[src/rtl/id_hazard_scheduler_pkg.sv]
// rtl/id_hazard_scheduler_pkg.sv - shared types for the ID hazard scheduler
package id_hazard_scheduler_pkg;

    localparam int LC3B_REG_W = 3;

    typedef logic [LC3B_REG_W-1:0] lc3b_reg;

    // 0 selects the regfile read, 1 selects the WB write data
    typedef logic lc3b_forward_ID_mux_sel;

    typedef struct packed {
        logic    valid;
        logic    load_reg;
        lc3b_reg dest;
    } lc3b_hazard_slot;

    typedef enum logic [1:0] {
        HZ_RUN,
        HZ_RAW,
        HZ_FROZEN
    } lc3b_hazard_state;

    function automatic logic slot_match(input lc3b_hazard_slot s, input lc3b_reg r);
        return s.valid & s.load_reg & (s.dest == r);
    endfunction

endpackage

[src/rtl/id_hazard_scheduler_if.sv]
// rtl/id_hazard_scheduler_if.sv - decode-side signals between ID and the hazard scheduler
interface id_hazard_scheduler_if #(
    parameter int CNT_W = 16
);
    import id_hazard_scheduler_pkg::*;

    logic                   id_valid;
    lc3b_reg                id_sr1;
    lc3b_reg                id_sr2;
    logic                   id_sr1_used;
    logic                   id_sr2_used;
    lc3b_reg                id_dest;
    logic                   id_load_reg;
    logic                   mem_stall;
    lc3b_forward_ID_mux_sel forward_ID_A_mux_sel;
    lc3b_forward_ID_mux_sel forward_ID_B_mux_sel;
    logic                   stall_front;
    logic                   bubble_ex;
    logic [CNT_W-1:0]       raw_stall_count;

    modport master (
        output id_valid, id_sr1, id_sr2, id_sr1_used, id_sr2_used,
               id_dest, id_load_reg, mem_stall,
        input  forward_ID_A_mux_sel, forward_ID_B_mux_sel,
               stall_front, bubble_ex, raw_stall_count
    );

    modport slave (
        input  id_valid, id_sr1, id_sr2, id_sr1_used, id_sr2_used,
               id_dest, id_load_reg, mem_stall,
        output forward_ID_A_mux_sel, forward_ID_B_mux_sel,
               stall_front, bubble_ex, raw_stall_count
    );

endinterface

[src/rtl/id_hazard_scheduler_scoreboard.sv]
// rtl/id_hazard_scheduler_scoreboard.sv - EX/MEM/WB shadow slots with RAW and forward match logic
module id_hazard_scheduler_scoreboard
    import id_hazard_scheduler_pkg::*;
(
    input  logic                   i_clk,
    input  logic                   i_reset,
    input  logic                   i_hold,
    input  logic                   i_id_valid,
    input  lc3b_reg                i_id_sr1,
    input  lc3b_reg                i_id_sr2,
    input  logic                   i_id_sr1_used,
    input  logic                   i_id_sr2_used,
    input  lc3b_reg                i_id_dest,
    input  logic                   i_id_load_reg,
    output logic                   o_raw,
    output lc3b_forward_ID_mux_sel o_fwd_a,
    output lc3b_forward_ID_mux_sel o_fwd_b
);

    lc3b_hazard_slot r_ex;
    lc3b_hazard_slot r_mem;
    lc3b_hazard_slot r_wb;

    logic            w_raw_a;
    logic            w_raw_b;
    logic            w_raw;
    lc3b_hazard_slot w_id_slot;

    // Only EX and MEM producers stall; a WB producer is covered by the forward path
    assign w_raw_a = i_id_sr1_used & (slot_match(r_ex, i_id_sr1) | slot_match(r_mem, i_id_sr1));
    assign w_raw_b = i_id_sr2_used & (slot_match(r_ex, i_id_sr2) | slot_match(r_mem, i_id_sr2));
    assign w_raw   = i_id_valid & (w_raw_a | w_raw_b);

    assign o_raw   = w_raw;
    assign o_fwd_a = i_id_valid & i_id_sr1_used & slot_match(r_wb, i_id_sr1) & ~w_raw;
    assign o_fwd_b = i_id_valid & i_id_sr2_used & slot_match(r_wb, i_id_sr2) & ~w_raw;

    assign w_id_slot.valid    = i_id_valid;
    assign w_id_slot.load_reg = i_id_load_reg;
    assign w_id_slot.dest     = i_id_dest;

    always_ff @(posedge i_clk or posedge i_reset) begin
        if (i_reset) begin
            r_ex  <= '0;
            r_mem <= '0;
            r_wb  <= '0;
        end else if (!i_hold) begin
            r_wb  <= r_mem;
            r_mem <= r_ex;
            r_ex  <= w_raw ? '0 : w_id_slot;
        end
    end

endmodule

[src/rtl/id_hazard_scheduler.sv]
// rtl/id_hazard_scheduler.sv - decode-stage RAW stall/bubble sequencing and WB->ID forward selects
module id_hazard_scheduler
    import id_hazard_scheduler_pkg::*;
#(
    parameter int CNT_W = 16
) (
    input  logic                clk,
    input  logic                reset,
    id_hazard_scheduler_if.slave bus
);

    logic                   w_raw;
    lc3b_forward_ID_mux_sel w_fwd_a;
    lc3b_forward_ID_mux_sel w_fwd_b;
    lc3b_hazard_state       r_state;
    logic [CNT_W-1:0]       r_raw_cnt;

    id_hazard_scheduler_scoreboard u_scoreboard (
        .i_clk         (clk),
        .i_reset       (reset),
        .i_hold        (bus.mem_stall),
        .i_id_valid    (bus.id_valid),
        .i_id_sr1      (bus.id_sr1),
        .i_id_sr2      (bus.id_sr2),
        .i_id_sr1_used (bus.id_sr1_used),
        .i_id_sr2_used (bus.id_sr2_used),
        .i_id_dest     (bus.id_dest),
        .i_id_load_reg (bus.id_load_reg),
        .o_raw         (w_raw),
        .o_fwd_a       (w_fwd_a),
        .o_fwd_b       (w_fwd_b)
    );

    // A frozen pipeline must not lose the stalled instruction, so freeze suppresses the bubble
    assign bus.stall_front          = w_raw | bus.mem_stall;
    assign bus.bubble_ex            = w_raw & ~bus.mem_stall;
    assign bus.forward_ID_A_mux_sel = w_fwd_a;
    assign bus.forward_ID_B_mux_sel = w_fwd_b;
    assign bus.raw_stall_count      = r_raw_cnt;

    // State only feeds the performance counter; it lags raw by one cycle
    always_ff @(posedge clk or posedge reset) begin
        if (reset) begin
            r_state   <= HZ_RUN;
            r_raw_cnt <= '0;
        end else begin
            if (r_state == HZ_RAW && !bus.mem_stall && r_raw_cnt != '1) begin
                r_raw_cnt <= r_raw_cnt + CNT_W'(1);
            end
            case (r_state)
                HZ_RUN: begin
                    if (bus.mem_stall)   r_state <= HZ_FROZEN;
                    else if (w_raw)      r_state <= HZ_RAW;
                end
                HZ_RAW: begin
                    if (bus.mem_stall)   r_state <= HZ_FROZEN;
                    else if (!w_raw)     r_state <= HZ_RUN;
                end
                HZ_FROZEN: begin
                    if (!bus.mem_stall)  r_state <= w_raw ? HZ_RAW : HZ_RUN;
                end
                default:                 r_state <= HZ_RUN;
            endcase
        end
    end

endmodule
[src/flat_wrapper.sv]
// flat-port wrapper written by rule: the top's interface ports become plain ports
module id_hazard_scheduler_flat import id_hazard_scheduler_pkg::*;
#(
    parameter int CNT_W = 16
)
  (clk, reset, bus_id_valid, bus_id_sr1, bus_id_sr2, bus_id_sr1_used, bus_id_sr2_used, bus_id_dest, bus_id_load_reg, bus_mem_stall, bus_forward_ID_A_mux_sel, bus_forward_ID_B_mux_sel, bus_stall_front, bus_bubble_ex, bus_raw_stall_count);
  id_hazard_scheduler_if #(.CNT_W(CNT_W)) bus_i ();
  input  logic clk;
  input  logic reset;
  input wire logic [$bits(bus_i.id_valid)-1:0] bus_id_valid;
  input wire logic [$bits(bus_i.id_sr1)-1:0] bus_id_sr1;
  input wire logic [$bits(bus_i.id_sr2)-1:0] bus_id_sr2;
  input wire logic [$bits(bus_i.id_sr1_used)-1:0] bus_id_sr1_used;
  input wire logic [$bits(bus_i.id_sr2_used)-1:0] bus_id_sr2_used;
  input wire logic [$bits(bus_i.id_dest)-1:0] bus_id_dest;
  input wire logic [$bits(bus_i.id_load_reg)-1:0] bus_id_load_reg;
  input wire logic [$bits(bus_i.mem_stall)-1:0] bus_mem_stall;
  output wire logic [$bits(bus_i.forward_ID_A_mux_sel)-1:0] bus_forward_ID_A_mux_sel;
  output wire logic [$bits(bus_i.forward_ID_B_mux_sel)-1:0] bus_forward_ID_B_mux_sel;
  output wire logic [$bits(bus_i.stall_front)-1:0] bus_stall_front;
  output wire logic [$bits(bus_i.bubble_ex)-1:0] bus_bubble_ex;
  output wire logic [$bits(bus_i.raw_stall_count)-1:0] bus_raw_stall_count;
  assign bus_i.id_valid = bus_id_valid;
  assign bus_i.id_sr1 = bus_id_sr1;
  assign bus_i.id_sr2 = bus_id_sr2;
  assign bus_i.id_sr1_used = bus_id_sr1_used;
  assign bus_i.id_sr2_used = bus_id_sr2_used;
  assign bus_i.id_dest = bus_id_dest;
  assign bus_i.id_load_reg = bus_id_load_reg;
  assign bus_i.mem_stall = bus_mem_stall;
  assign bus_forward_ID_A_mux_sel = bus_i.forward_ID_A_mux_sel;
  assign bus_forward_ID_B_mux_sel = bus_i.forward_ID_B_mux_sel;
  assign bus_stall_front = bus_i.stall_front;
  assign bus_bubble_ex = bus_i.bubble_ex;
  assign bus_raw_stall_count = bus_i.raw_stall_count;
  id_hazard_scheduler #(.CNT_W(CNT_W)) u_core (.clk(clk), .reset(reset), .bus(bus_i));
endmodule
[config.mk]
export PLATFORM = sky130hd
export DESIGN_NAME = id_hazard_scheduler_flat
export DESIGN_NICKNAME = d
export VERILOG_FILES = /design/src/rtl/id_hazard_scheduler_pkg.sv /design/src/rtl/id_hazard_scheduler_if.sv /design/src/rtl/id_hazard_scheduler_scoreboard.sv /design/src/rtl/id_hazard_scheduler.sv /design/src/flat_wrapper.sv
export SDC_FILE = /design/constraint.sdc
export NUM_CORES = 1
export LEC_CHECK = 0
export ABC_CLOCK_PERIOD_IN_PS = 2000
export CORE_ASPECT_RATIO = 1.4
export CORE_UTILIZATION = 42
export CTS_BUF_LIST = sky130_fd_sc_hd__clkbuf_8
export CTS_CLUSTER_DIAMETER = 30
export DETAILED_ROUTE_END_ITERATION = 16
export DONT_BUFFER_PORTS = 1
export SKIP_CTS_REPAIR_TIMING = 1
export SYNTH_ARGS = -nofsm -noshare
export SYNTH_HDL_FRONTEND = slang
export SYNTH_SLANG_ARGS = --single-unit
[constraint.sdc]
create_clock -name clk -period 2 [get_ports clk]
set_input_delay 0.4 -clock clk [delete_from_list [all_inputs] [get_ports clk]]
set_output_delay 0.4 -clock clk [all_outputs]
set_load 0.01 [all_outputs]
==> metrics.md <==
| Metric | Value |
|---|---|
| Max-cap viol count | `0` |
| Reg2reg end | `u_core.u_scoreboard.r_ex[2]` |
| Reg clk slew, reported paths | `0.07 ns` |
| Leading area contributor after synthesis | `dfrtp_1` |
| Post-route DRC | `0` |
| Worst R2R Setup Slack | `~0.16 ns` |
| R2R depth | `6` |
| WP data required | `1.60 ns` |
| Post-layout util | `51.4%` |
| Synth Instances | `152` |
| Clock sink total | `33` |
| # rows | `27` |
| IO buf count | `0` |
| Core Region | `slightly below 0.004 mm^2` |
| P&R area growth vs syn | `16.8%` |
| Final Setup Violations | `4` |
| Yosys reg bits | `33` |
| Post-synthesis sequential area ratio | `47.9%` |
| ANT nets after route | `0` |
| Area of the multi-input gates | `958 um^2` |
| Hold/Removal Path Class | `input port to asynchronous set/reset pin` |
| CP Max Fanout | `4` |
| Die Wd | `56.1 um` |
| Ys Warns | `0` |
| Detailed placer's ending HPWL | `2670 um` |
| Via count | `1182` |
| Unrepaired setup endpoints after global routing | `true` |
| Max Root-Sink Buffers | `2` |
| Ant. Diodes | `0` |
| Layout Skew | `0.00140 ns` |
| Placed cells | `202` |
| Peak supply drop | `0.485 mV` |
| Leak | `0.895 nW` |
| Die area | `~0.0044 mm^2` |
| R2r startpoint | `u_core.u_scoreboard.r_mem[2]` |
| Period utilization | `110%` |
| Placer Congestion | `0.815` |
| CP startpoint kind | `register` |
| Largest net degree at the start of global routing | `34` |
| Synth top area share | `between 40% and 50%` |
| Gr ovfl total | `0` |
| Run status | `finished, violations left` |
| Routed WL | `3510 um` |
| Fin. Hold Viols | `0` |
| Worst slew margin | `72.4%` |
| Mapped Area | `around 0.0017 mm^2` |
| Fin. max-slew vios | `0` |
| Initial core utilization | `44.0%` |
| Register area | `828 um^2` |
| CP Capture Type | `output port` |
| Top post-synthesis cells by area | `dfrtp_1 48%, xor2_1 9.7%, mux2_2 6.5%` |
| Chip height | `77.8 um` |
| DR iter-0 viols | `33` |
| First-pass GRT wire length | `5920 um` |
| First-pass DRT Iterations | `4` |
| H-tree depth | `2` |
| Power per cell area | `713 mW/mm^2` |
| I/O pin total | `36` |
| Clock latency on the worst-skew pair | `0.29 ns` |
| Crit. Startpoint | `u_core.u_scoreboard.r_mem[2]` |
| Final Critical Period | `2.21 ns` |
| Fin worst setup slack | `-0.207 ns` |
| Failing checks | `setup timing` |
| WHS | `between 0.08 and 0.09 ns` |
| Distinct cells, synth | `39` |
| Initial antenna violation count | `0` |
| Syn Area/Cell | `~11 um^2` |
| Share of layout cells above drive strength 1 | `30.4%` |
| Crit path DAT | `1.81 ns` |
| Tot GR Track Use | `between 10% and 20%` |
| Clock Tree Root | `clkbuf_8` |
| Num CTS Buffers | `5` |
| Via density | `5.60` |
| CP Capture Point | `bus_bubble_ex` |
| Fin cells | `211` |
| Crit Path Class | `register to output port` |
| Vias in the first global route | `between 1000 and 1500` |
| CTS tree | `built` |
| Fill cell count | `355` |
| Syn_nets | `169` |
| Worst-Margin Slew | `0.414 ns` |
| Layout Nets | `184` |
| Per-cell routed wire length | `16.6 um` |
| Max Fclk | `453 MHz` |
cell families (layout without fill, tap and decap cells):
| family | after synthesis | in the layout | share of synthesized area [%] |
|---|---|---|---|
| AO/OA/AOI/OAI | 17 | 17 | 7.41 |
| buffers and inverters | 6 | 22 | 1.31 |
| flip-flops | 33 | 33 | 47.9 |
| XOR/XNOR | 31 | 31 | 15.8 |
| adder cells (fa/ha/maj) | 1 | 1 | 0.726 |
| multiplexers | 11 | 11 | 7.19 |
| AND/OR/NAND/NOR | 53 | 53 | 19.7 |
worst min-delay path by stage:
stage                                          to  slack, ns  cells after the start
finish                u_core.u_scoreboard.r_ex[2]       0.08                      2
global route          u_core.u_scoreboard.r_ex[2]       0.13                      2
global placement      u_core.u_scoreboard.r_ex[3]       0.40                      2
detailed placement   u_core.u_scoreboard.r_mem[2]       0.41                      2
CTS                 u_core.bus.raw_stall_count[4]       0.09                      2
floorplan                       u_core.r_state[0]       0.46                      1
metrics by stage:
stage          TNS [ns]  area (um^2)  total power (W)  setup WS (ns)
6_report         -0.676         2010          0.00144         -0.207
5_1_grt          -0.909         2010          0.00150         -0.261
4_1_cts           -1.12         1920          0.00144         -0.317
2_1_floorplan         0         1720         0.000906         0.0905
3_3_place_gp          0         1840         0.000945        0.00542
3_5_place_dp          0         1840         0.000954        0.00708
critical path, cell delays in order (launching register included):
cell and delay [ns]:
dfrtp_2 0.44, xor2_1 0.15, or4_4 0.54, a21oi_4 0.20, nor2_4 0.07, nor2_4 0.12
registers in the layout, summed over array words and instances (netlist names):
signal,count
u_core.bus.raw_stall_count,16
u_core.u_scoreboard.r_wb,5
u_core.u_scoreboard.r_mem,5
u_core.u_scoreboard.r_ex,5
u_core.r_state,2
synth_stat cells:
master	instances
dfrtp_1	33
xor2_1	19
nand2_1	13
xnor2_1	12
mux2_2	10
a22o_1	5
nand3_1	5
a21oi_1	4
inv_1	4
nor2_1	4
nor2b_1	4
nor3_1	4
nand4_1	3
or4_1	3
a21oi_2	2
clkbuf_1	2
nor4_1	2
or3_1	2
a211oi_1	1
a211oi_2	1
a21boi_0	1
a21boi_1	1
a31oi_1	1
and2b_2	1
and3_1	1
and4_1	1
ha_1	1
mux2_1	1
nand2b_1	1
nand3_2	1
nor2_2	1
nor3_2	1
nor3b_1	1
nor3b_4	1
nor4_2	1
nor4_4	1
o21ai_1	1
or3_4	1
or4_4	1
cells in the final DEF, fill, tap and decap left out, types with 5 or more instances in the layout:
cell type | synthesis | layout
buf_4 | 0 | 10
clkbuf_8 | 0 | 5
dfrtp_1 | 33 | 31
inv_1 | 4 | 5
mux2_2 | 10 | 10
nand2_1 | 13 | 12
nand3_1 | 5 | 5
xnor2_1 | 12 | 12
xor2_1 | 19 | 19
cell type report:
cell class	instances	share of cell area, %
clock buffers	5	3.42
clock inverters	3	0.684
inverters	4	0.746
multi-input cells	113	47.6
flip-flops and latches	33	41.1
well taps	43	2.67
repair buffers	10	3.73
routing by layer:
metal / vias to the layer above / routed length, um / global-route usage [%]
met5: - / 0 / 0
met4: 0 / 72 / 9.51
met3: 7 / 205 / 5.50
met2: 37 / 1940 / 32.6
met1: 578 / 1290 / 18.3
li1: 560 / - / -
power by group:
group          total [W]  switching, W  internal, W
Sequential      0.000772     0.0000518     0.000720
Combinational   0.000185     0.0000788     0.000106
Clock           0.000479      0.000244     0.000236
Power figures use the tool's default switching activity.
